--- src/rtl/tnn_pkg.sv ---
// tnn_pkg: shared types and helpers for the spike shifter feeders.
//   state_t        - capture FSM states (IDLE, CAPTURE, HOLD)
//   SHIFT_W        - width of the one-hot shift word for a given max magnitude
//   sat_weight     - clamp a signed weight to [-max_mag, +max_mag]
//   sat_encode_bit - one bit of the saturated one-hot shift word
package tnn_pkg;

  typedef enum logic [1:0] {
    IDLE    = 2'd0,
    CAPTURE = 2'd1,
    HOLD    = 2'd2
  } state_t;

  function automatic int SHIFT_W(input int max_mag);
    return 2 * max_mag + 1;
  endfunction

  function automatic int sat_weight(input int w, input int max_mag);
    if (w > max_mag) return max_mag;
    if (w < -max_mag) return -max_mag;
    return w;
  endfunction

  // Bit index 0 stands for -max_mag, so the set bit sits at w_sat + max_mag.
  // A disabled weight gives the null shift (no bit set).
  function automatic logic sat_encode_bit(input int w, input int max_mag,
                                          input logic en, input int bit_idx);
    return en && ((sat_weight(w, max_mag) + max_mag) == bit_idx);
  endfunction

endpackage

--- src/rtl/spike_window_encoder_if.sv ---
// spike_window_encoder_if: output bundle from the window encoder to the shifter.
//   spike_vec [0:LEN-1]  captured spikes, bit t = spike at time step t
//   shift_mag            one-hot shift word, index 0 = -MAX_SHIFT_MAG
//   out_valid            spike_vec/shift_mag are valid
//   out_ready            shifter consumes the bundle
// Modports: master (encoder side), slave (shifter side).
interface spike_window_encoder_if
  import tnn_pkg::*;
#(
  parameter int LEN           = 8,
  parameter int MAX_SHIFT_MAG = 2
);
  logic [0:LEN-1]                    spike_vec;
  logic [0:SHIFT_W(MAX_SHIFT_MAG)-1] shift_mag;
  logic                              out_valid;
  logic                              out_ready;

  modport master (output spike_vec, output shift_mag, output out_valid, input out_ready);
  modport slave  (input spike_vec, input shift_mag, input out_valid, output out_ready);
endinterface

--- src/rtl/mag_onehot_enc.sv ---
// mag_onehot_enc: combinational signed-weight to one-hot shift word encoder.
//   weight_in  signed two's-complement weight
//   weight_en  0 forces the all-zero (null) shift word
//   shift_mag  saturated one-hot word, index 0 = -MAX_SHIFT_MAG
module mag_onehot_enc
  import tnn_pkg::*;
#(
  parameter int MAX_SHIFT_MAG = 2,
  parameter int WEIGHT_W      = 4
) (
  input  logic signed [WEIGHT_W-1:0]           weight_in,
  input  logic                                 weight_en,
  output logic [0:SHIFT_W(MAX_SHIFT_MAG)-1]    shift_mag
);

  // Each bit compares the clamped weight against its own position, so at most
  // one bit can ever be set.
  for (genvar k = 0; k < SHIFT_W(MAX_SHIFT_MAG); k++) begin : g_bit
    assign shift_mag[k] = sat_encode_bit(int'(weight_in), MAX_SHIFT_MAG, weight_en, k);
  end

endmodule

--- src/rtl/spike_window_encoder.sv ---
// spike_window_encoder: captures a serial spike line over one gamma window of
// LEN steps and pairs it with an encoded shift magnitude for the shifter.
//   clk, rst_n  clock and asynchronous active-low reset
//   start       opens a window (IDLE, or HOLD with a completing handshake)
//   weight_in   signed weight, latched on the accepted start
//   weight_en   latched with start; 0 gives a null shift
//   spike_in    serial spike line, one sample per time step
//   out_if      master side of the output bundle (spike_vec, shift_mag, valid/ready)
//   busy        high while capturing
//   t_step      current time step, 0 outside CAPTURE
module spike_window_encoder
  import tnn_pkg::*;
#(
  parameter int LEN           = 8,
  parameter int MAX_SHIFT_MAG = 2,
  parameter int WEIGHT_W      = 4,
  parameter int FIRST_ONLY    = 0
) (
  input  logic                         clk,
  input  logic                         rst_n,
  input  logic                         start,
  input  logic signed [WEIGHT_W-1:0]   weight_in,
  input  logic                         weight_en,
  input  logic                         spike_in,
  spike_window_encoder_if.master       out_if,
  output logic                         busy,
  output logic [$clog2(LEN)-1:0]       t_step
);

  localparam int              TW   = $clog2(LEN);
  localparam int              SW   = SHIFT_W(MAX_SHIFT_MAG);
  localparam logic [TW-1:0]   LAST = TW'(LEN - 1);
  localparam bit              KEEP_FIRST = (FIRST_ONLY != 0);

  state_t          state;
  logic [0:LEN-1]  spike_vec_r;
  logic [0:SW-1]   shift_mag_r;
  logic [0:SW-1]   enc_mag;
  logic            out_valid_r;
  logic            accept;
  logic            record;

  mag_onehot_enc #(
    .MAX_SHIFT_MAG (MAX_SHIFT_MAG),
    .WEIGHT_W      (WEIGHT_W)
  ) u_enc (
    .weight_in (weight_in),
    .weight_en (weight_en),
    .shift_mag (enc_mag)
  );

  // A new window may open from IDLE, or straight out of HOLD when the
  // shifter takes the current bundle in the same cycle.
  assign accept = start && ((state == IDLE) || ((state == HOLD) && out_if.out_ready));

  // In first-only mode a spike is dropped once any earlier one was recorded.
  assign record = spike_in && (!KEEP_FIRST || (spike_vec_r == '0));

  // Capture FSM: every output is a register so the bundle stays glitch-free
  // while it is held for the shifter.
  always_ff @(posedge clk or negedge rst_n) begin
    if (!rst_n) begin
      state       <= IDLE;
      spike_vec_r <= '0;
      shift_mag_r <= '0;
      out_valid_r <= 1'b0;
      busy        <= 1'b0;
      t_step      <= '0;
    end else if (accept) begin
      state       <= CAPTURE;
      spike_vec_r <= '0;
      shift_mag_r <= enc_mag;
      out_valid_r <= 1'b0;
      busy        <= 1'b1;
      t_step      <= '0;
    end else begin
      case (state)
        CAPTURE: begin
          if (record) spike_vec_r[t_step] <= 1'b1;
          if (t_step == LAST) begin
            state       <= HOLD;
            out_valid_r <= 1'b1;
            busy        <= 1'b0;
            t_step      <= '0;
          end else begin
            t_step <= t_step + 1'b1;
          end
        end
        HOLD: begin
          if (out_if.out_ready) begin
            state       <= IDLE;
            out_valid_r <= 1'b0;
          end
        end
        default: ;
      endcase
    end
  end

  assign out_if.spike_vec = spike_vec_r;
  assign out_if.shift_mag = shift_mag_r;
  assign out_if.out_valid = out_valid_r;

endmodule

--- src/flat_wrapper.sv ---
// flat-port wrapper written by rule: the top's interface ports become plain ports
module spike_window_encoder_flat import tnn_pkg::*;
#(
  parameter int LEN           = 8,
  parameter int MAX_SHIFT_MAG = 2,
  parameter int WEIGHT_W      = 4,
  parameter int FIRST_ONLY    = 0
)
  (clk, rst_n, start, weight_in, weight_en, spike_in, busy, t_step, out_if_spike_vec, out_if_shift_mag, out_if_out_valid, out_if_out_ready);
  spike_window_encoder_if #(.LEN(LEN), .MAX_SHIFT_MAG(MAX_SHIFT_MAG)) out_if_i ();
  input  logic clk;
  input  logic rst_n;
  input  logic start;
  input  logic signed [WEIGHT_W-1:0] weight_in;
  input  logic weight_en;
  input  logic spike_in;
  output logic busy;
  output logic [$clog2(LEN)-1:0] t_step;
  output wire logic [$bits(out_if_i.spike_vec)-1:0] out_if_spike_vec;
  output wire logic [$bits(out_if_i.shift_mag)-1:0] out_if_shift_mag;
  output wire logic [$bits(out_if_i.out_valid)-1:0] out_if_out_valid;
  input wire logic [$bits(out_if_i.out_ready)-1:0] out_if_out_ready;
  assign out_if_spike_vec = out_if_i.spike_vec;
  assign out_if_shift_mag = out_if_i.shift_mag;
  assign out_if_out_valid = out_if_i.out_valid;
  assign out_if_i.out_ready = out_if_out_ready;
  spike_window_encoder #(.LEN(LEN), .MAX_SHIFT_MAG(MAX_SHIFT_MAG), .WEIGHT_W(WEIGHT_W), .FIRST_ONLY(FIRST_ONLY)) u_core (.clk(clk), .rst_n(rst_n), .start(start), .weight_in(weight_in), .weight_en(weight_en), .spike_in(spike_in), .out_if(out_if_i), .busy(busy), .t_step(t_step));
endmodule
--- config.mk ---
export PLATFORM = sky130hd
export DESIGN_NAME = spike_window_encoder_flat
export DESIGN_NICKNAME = d
export VERILOG_FILES = /design/src/rtl/tnn_pkg.sv /design/src/rtl/spike_window_encoder_if.sv /design/src/rtl/mag_onehot_enc.sv /design/src/rtl/spike_window_encoder.sv /design/src/flat_wrapper.sv
export SDC_FILE = /design/constraint.sdc
export NUM_CORES = 1
export LEC_CHECK = 0
export BUFFER_PORTS_ARGS = -buffer_cell sky130_fd_sc_hd__buf_2
export CORE_UTILIZATION = 25
export DETAILED_ROUTE_END_ITERATION = 8
export GPL_TIMING_DRIVEN = 0
export PLACE_DENSITY_LB_ADDON = 0.15
export SYNTH_ARGS = -nofsm -noshare
export SYNTH_HDL_FRONTEND = slang
export SYNTH_SLANG_ARGS = --single-unit
--- constraint.sdc ---
create_clock -name clk -period 1.5 [get_ports clk]
set_clock_uncertainty 0.15 [all_clocks]
set_input_delay 0.15 -clock clk [delete_from_list [all_inputs] [get_ports clk]]
set_output_delay 0.15 -clock clk [all_outputs]
set_load 0.05 [all_outputs]
* Word level (Yosys, flattened, before mapping) *
Cells that the tools add are included.

word-level totals
  output and inout bits = 18
  register bits = 20
  bits of input ports = 10
  word-level logic and storage cells = 67

cells by class
  eq/ne operators = 9
  bitwise logic cells = 2
  multiplexer cells = 26
  $add $sub $neg = 2
  $lt $le $gt $ge = 4
  reductions and logical operators = 18

operators by type and width
  cell                                                                              count
  32-bit two-way mux                                                                3
  32-bit by 3-bit equality test with 1-bit output (second input constant)           2
  32-bit by 3-bit adder with 32-bit output (second input constant)                  1
  32-bit by 2-bit equality test with 1-bit output (second input constant)           1
  32-bit by 4-bit equality test with 1-bit output (second input constant)           1
  32-bit logical NOT                                                                1
  8-bit two-way mux                                                                 3
  1-bit two-way mux                                                                 10
  3-bit two-way mux                                                                 3
  1-bit logical AND                                                                 8
  2-bit two-way mux                                                                 4
  8-bit OR                                                                          1
  2-bit nonzero test                                                                3
  4-bit greater-or-equal comparator (second input constant)                         1
  4-bit by 3-bit greater-than comparator with 1-bit output (second input constant)  1
  4-bit by 1-bit less-than comparator with 1-bit output (second input constant)     1
  4-bit by 2-bit less-than comparator with 1-bit output (second input constant)     1
  3-bit NOT with 4-bit output                                                       1
  2-bit case mux with 2 select lines                                                1
  2-bit AND reduction                                                               2
  3-bit by 1-bit adder with 3-bit output (second input constant)                    1
  1-bit demux with 3-bit select                                                     1
  3-bit equality test (second input constant)                                       1
  3-bit by 1-bit != test with 1-bit output (second input constant)                  1
  other kinds (8)                                                                   8

* Logic depth before layout (Yosys ltp) *
  depth after elaboration = 9
  mapped depth = 10
  gate-level depth less buffers = 10

* Modules after synthesis *
Synthesis repeated with hierarchy kept, for this count alone.

second synthesis, totals
  cell total of the unflattened synthesis = 96
  area total of the unflattened synthesis = 1,017.2 um2

by module, submodules not included
  module                cells an instance  area an instance (um2)  times used
  spike_window_encoder  68                 797.0                   1
  mag_onehot_enc        28                 220.2                   1

* Worst setup path before layout *
Ideal clock, no wire load.

  kind = in2reg
  from = in weight_in[1]
  to = reg u_core.shift_mag_r, in the netlist u_core.out_if.shift_mag[2]
  slack = -647 ps
  arrival time = 1,905 ps
  stages = 8
  buffers on the path = 0
  cells stage by stage = nand3_1 -> ha_1 -> nor2_1 -> or4_1 -> ha_1 -> nor3b_1 -> nand3_1 -> o31ai_2

between the ends
  longest elaborated chain between the ends = 8
  elaborated cells between the ends (all ways) = 12

RTL lines
  element                                                                                                                                   RTL line                      source
  start: declaration                                                                                                                        flat_wrapper.sv:14            input logic signed [WEIGHT_W-1:0] weight_in;
  4-bit by 2-bit less-than comparator with 1-bit output / 4-bit by 3-bit greater-than comparator with 1-bit output (equally long branches)  tnn_pkg.sv:20, tnn_pkg.sv:19
  1-bit two-way mux / 2-bit two-way mux (equally long branches)                                                                             tnn_pkg.sv:20, tnn_pkg.sv:19
  1-bit two-way mux / 32-bit two-way mux (equally long branches)                                                                            tnn_pkg.sv:20                 if (w < -max_mag) return -max_mag;
  32-bit two-way mux                                                                                                                        tnn_pkg.sv:21                 return w;
  32-bit two-way mux (*)                                                                                                                    tnn_pkg.sv:20
  32-bit by 3-bit adder with 32-bit output (*)                                                                                              tnn_pkg.sv:28                 return en && ((sat_weight(w, max_mag) + max_mag) == bit_idx);
  32-bit by 3-bit equality test with 1-bit output (*)                                                                                       tnn_pkg.sv:28
  1-bit logical AND (*)                                                                                                                     tnn_pkg.sv:28
  end signal: assignment                                                                                                                    spike_window_encoder.sv:72    shift_mag_r <= enc_mag;
  end: declaration                                                                                                                          spike_window_encoder.sv:37    logic [0:SW-1] shift_mag_r;

Mark *: on every way between the ends. The rest lies on a longest branch, timed or not. The select of a mux whose other input is x is not followed.
A chain may end at the register's enable or synchronous reset.

* Worst setup path in the final report *
Ends and elaborated chain as after synthesis.

==> metrics.txt <==
# TYPE chip_impl_metric gauge
chip_impl_metric{name="yosysSeqAreaShare",unit="%"} 46.8
chip_impl_metric{name="synthDominantCellAreaShare",unit="%"} 46.8
chip_impl_metric{name="cap_viol_max_count",unit=""} 0
chip_impl_metric{name="post_dp_area",unit="um^2"} 1310
chip_impl_info{name="r2r_path_start",value="u_core.state[1]"} 1
chip_impl_info{name="leading_cell_types_by_count_after_synthesis",value="19 x dfrtp_1, 16 x nor2_1, 9 x ha_1"} 1
chip_impl_metric{name="final_cell_area",unit="um^2"} 1470
chip_impl_metric{name="peakVddDrop",unit="mV"} 0.422
chip_impl_metric{name="placement.io_buffers",unit=""} 27
chip_impl_metric{name="synth-edff-count",unit=""} 0
chip_impl_metric{name="ff2ff_path_depth",unit=""} 5
chip_impl_metric{name="clkSlewWorstSetupHoldPaths",unit="ns"} 0.07
chip_impl_metric{name="final_net_count",unit=""} 160
chip_impl_metric{name="core-area",unit="um^2"} 3770
chip_impl_info{name="status",value="finished with violations"} 1
chip_impl_metric{name="tritoncts.num_buffers",unit=""} 3
chip_impl_metric{name="io_pins",unit=""} 28
chip_impl_metric{name="setup_viol",unit=""} 5
chip_impl_info{name="violated_checks",value="setup timing"} 1
chip_impl_metric{name="final_period_minus_worst_setup_slack",unit="ns"} 1.91
chip_impl_metric{name="die_area",unit="um^2"} 4320
chip_impl_metric{name="synthToLayoutAreaGrowth",unit="%"} 44.5
chip_impl_info{name="synth_flop_cell",value="dfrtp_1"} 1
chip_impl_metric{name="first_global_vias",unit=""} 869
chip_impl_metric{name="cts.path.max_buffers",unit=""} 2
chip_impl_info{name="worst_hold_path_type",value="input pin to flop"} 1
chip_impl_metric{name="final_min_period_over_clock_period",unit="%"} 127
chip_impl_metric{name="deepest_level_of_the_cts_h_tree",unit=""} 1
chip_impl_metric{name="routed-via-count",unit=""} 924
chip_impl_metric{name="async_flop_share",unit="%"} 100
chip_impl_metric{name="drc",unit=""} 0
chip_impl_info{name="synth.top_cells.by_area",value="dfrtp_1 47%, ha_1 11%, nor2_1 5.9%"} 1
chip_impl_metric{name="placement_rows",unit=""} 22
chip_impl_metric{name="timing_worst_slew_pin_value",unit="ns"} 0.438
chip_impl_metric{name="fin_setup_tns",unit="ns"} -1.91
chip_impl_metric{name="diodes",unit=""} 0
chip_impl_metric{name="critical_path_peak_fanout",unit=""} 4
chip_impl_info{name="critPathLaunch",value="weight_in[1]"} 1
chip_impl_metric{name="regToRegSetupSlack",unit="ns"} -0.03
chip_impl_info{name="reg2reg_to",value="u_core.out_if.shift_mag[2]"} 1
chip_impl_metric{name="detailed_place_hpwl",unit="mm"} 1.77
chip_impl_metric{name="clk_latency",unit="ns"} 0.25
chip_impl_info{name="hold_path.startpoint",value="weight_en"} 1
chip_impl_metric{name="hold_violations",unit=""} 0
chip_impl_metric{name="layout_setup_ws",unit="ns"} -0.408
chip_impl_info{name="synthMostInstantiatedCell",value="dfrtp_1"} 1
chip_impl_metric{name="final_layout_size_suffix_gt1_share",unit="%"} 43.6
chip_impl_metric{name="drc_marker_count_from_the_first_detailed_route_iteration",unit=""} 55
chip_impl_info{name="critical_path.startpoint_type",value="input pin"} 1
chip_impl_metric{name="syn-cell-area",unit="um^2"} 1020
chip_impl_metric{name="mappedNetlistNets",unit=""} 122
chip_impl_info{name="clock_tree_from_tritoncts",value="done"} 1
chip_impl_info{name="synth.largest_area_cell",value="dfrtp_1"} 1
chip_impl_metric{name="final_antenna_net_count",unit=""} 0
chip_impl_metric{name="timing.critical_path.required",unit="ns"} 1.52
chip_impl_metric{name="total_leakage_power",unit="nW"} 0.704
chip_impl_metric{name="post_synthesis_instance_total",unit=""} 103
chip_impl_metric{name="grt_start_max_net_pins",unit=""} 20
chip_impl_info{name="path_class",value="input pin to flop"} 1
chip_impl_metric{name="initial_utilization",unit="%"} 26.9
chip_impl_metric{name="grt_usage",unit="%"} 11.7
chip_impl_metric{name="syn_avg_cell_area",unit="um^2"} 9.86
chip_impl_metric{name="die_h",unit="um"} 65.8
chip_impl_metric{name="final_replace_weighted_congestion",unit=""} 0.733
chip_impl_metric{name="fmax",unit="MHz"} 524
chip_impl_metric{name="finalWirelength",unit="mm"} 2.39
chip_impl_metric{name="grt_pass1_wl",unit="mm"} 3.86
chip_impl_metric{name="ys_types",unit=""} 29
chip_impl_metric{name="max_slew_margin",unit="%"} 70.8
chip_impl_metric{name="maxSlewViolCount",unit=""} 0
chip_impl_info{name="worstSetupEndpointType",value="flop"} 1
chip_impl_info{name="cts_root_buffer",value="clkbuf_8"} 1
chip_impl_metric{name="drt-vias-per-instance",unit=""} 4.91
chip_impl_metric{name="wl_per_cell",unit="um"} 12.7
chip_impl_metric{name="critical_path_arrival",unit="ns"} 1.93
chip_impl_metric{name="first_pass_iters",unit=""} 4
chip_impl_metric{name="gr-total-overflow",unit=""} 0
chip_impl_metric{name="antenna_violations_before_repair",unit=""} 0
chip_impl_metric{name="die_w",unit="um"} 65.8
chip_impl_metric{name="clock-sinks",unit=""} 19
chip_impl_info{name="worst_setup_path_endpoint",value="u_core.out_if.shift_mag[2]"} 1
chip_impl_metric{name="synth.yosys.warnings",unit=""} 0
chip_impl_info{name="rsz0062_at_grt",value="yes"} 1
chip_impl_metric{name="synth.ff_latch_count",unit=""} 19
chip_impl_metric{name="power_density",unit="nW/um^2"} 671
[routing by layer]
| metal | wire [um] | part of all wire, % | track usage [%] | up-vias |
|---|---|---|---|---|
| met2 | 1120 | 47 | 19.3 | 27 |
| li1 | - | - | - | 444 |
| met3 | 118 | 4.9 | 3.13 | 2 |
| met4 | 17 | 0.71 | 3.26 | 0 |
| met5 | 0 | 0 | 0 | - |
| met1 | 1130 | 47 | 14.9 | 451 |
[placed cells by master, fill, tap and decap left out, drive strengths merged, types with 3 or more instances in the layout]
cell	instances
clkbuf	3
dfrtp	19
nand2b	3
o21ai	3
a21oi	9
inv	6
and3b	3
o2bb2ai	3
ha	9
nand2	5
nor2b	3
a31oi	3
buf	33
nor2	17
[worst min-delay path by stage]
stage / end / slack [ns] / cells after the start
CTS: u_core.out_if.shift_mag[4] / 0.04 / 3
detailed placement: u_core.out_if.spike_vec[3] / -0.03 / 1
finish: u_core.out_if.shift_mag[4] / 0.03 / 3
global route: u_core.out_if.shift_mag[4] / 0.04 / 3
floorplan: u_core.busy / -0.30 / 0
global placement: u_core.out_if.spike_vec[5] / -0.03 / 1
[worst max-delay path: stages]
cell and delay, ns:
buf_8 0.08, nand3_4 0.08, ha_4 0.27, nor2_2 0.03, or4_1 0.47, ha_1 0.29, nor3b_4 0.24, nand3_2 0.12
o31ai_2 0.19
[registers in the layout, summed over array words and instances (netlist names)]
signal	cells
u_core.busy	1
u_core.out_if.shift_mag	5
u_core.t_step	3
u_core.out_if.spike_vec	8
u_core.state	2
[report_power, final]
part | internal, W | switching [W] | total [W]
logic | 0.0000569 | 0.0000624 | 0.000119
clock network | 0.000185 | 0.000169 | 0.000354
registers | 0.000512 | 0 | 0.000512
[timing repair]
action                                  CTS  global route
endpoints found under the setup margin   16            17
cloned                                    0             1
gates resized for setup                  10            10
pin swaps                                 6             6
hold buffers                              1             0
hold endpoints to repair                 19             0
setup buffers                             4             0
[logic make-up (layout without fill, tap and decap cells)]
family	count (synthesis)	in the layout	synth area share, %
AOI/OAI and AO/OA	24	24	15.8
and+or+nand+nor	42	42	21.6
adders and majority gates	9	9	11.1
DFF	19	19	46.8
muxes	2	2	2.09
buffers and inverters	7	44	2.71
[layout make-up]
type | instances | area [um^2]
inverters | 6 | 22.5
plain buffers | 1 | 11.3
clock inverters | 1 | 5.00
multi-input cells | 77 | 631
fillers | 379 | 2300
flip-flops and latches | 19 | 480
clock buffers | 3 | 41.3
repair buffers | 33 | 216
well taps | 48 | 60.1
[metrics by stage]
step / util (%) / setup slack, ns / hold WS [ns] / std cells / power, W
2_1_floorplan: - / -0.476 / -0.296 / 103 / 0.000582
3_3_place_gp: 34.8 / -0.806 / -0.0294 / 178 / 0.000623
3_5_place_dp: 34.8 / -0.829 / -0.0271 / 178 / 0.000626
4_1_cts: 37.9 / -0.461 / 0.0440 / 187 / 0.00100
5_1_grt: 38.9 / -0.501 / 0.0443 / 188 / 0.00104
6_report: 38.9 / -0.408 / 0.0315 / 188 / 0.000985
Power figures use the tool's default switching activity.
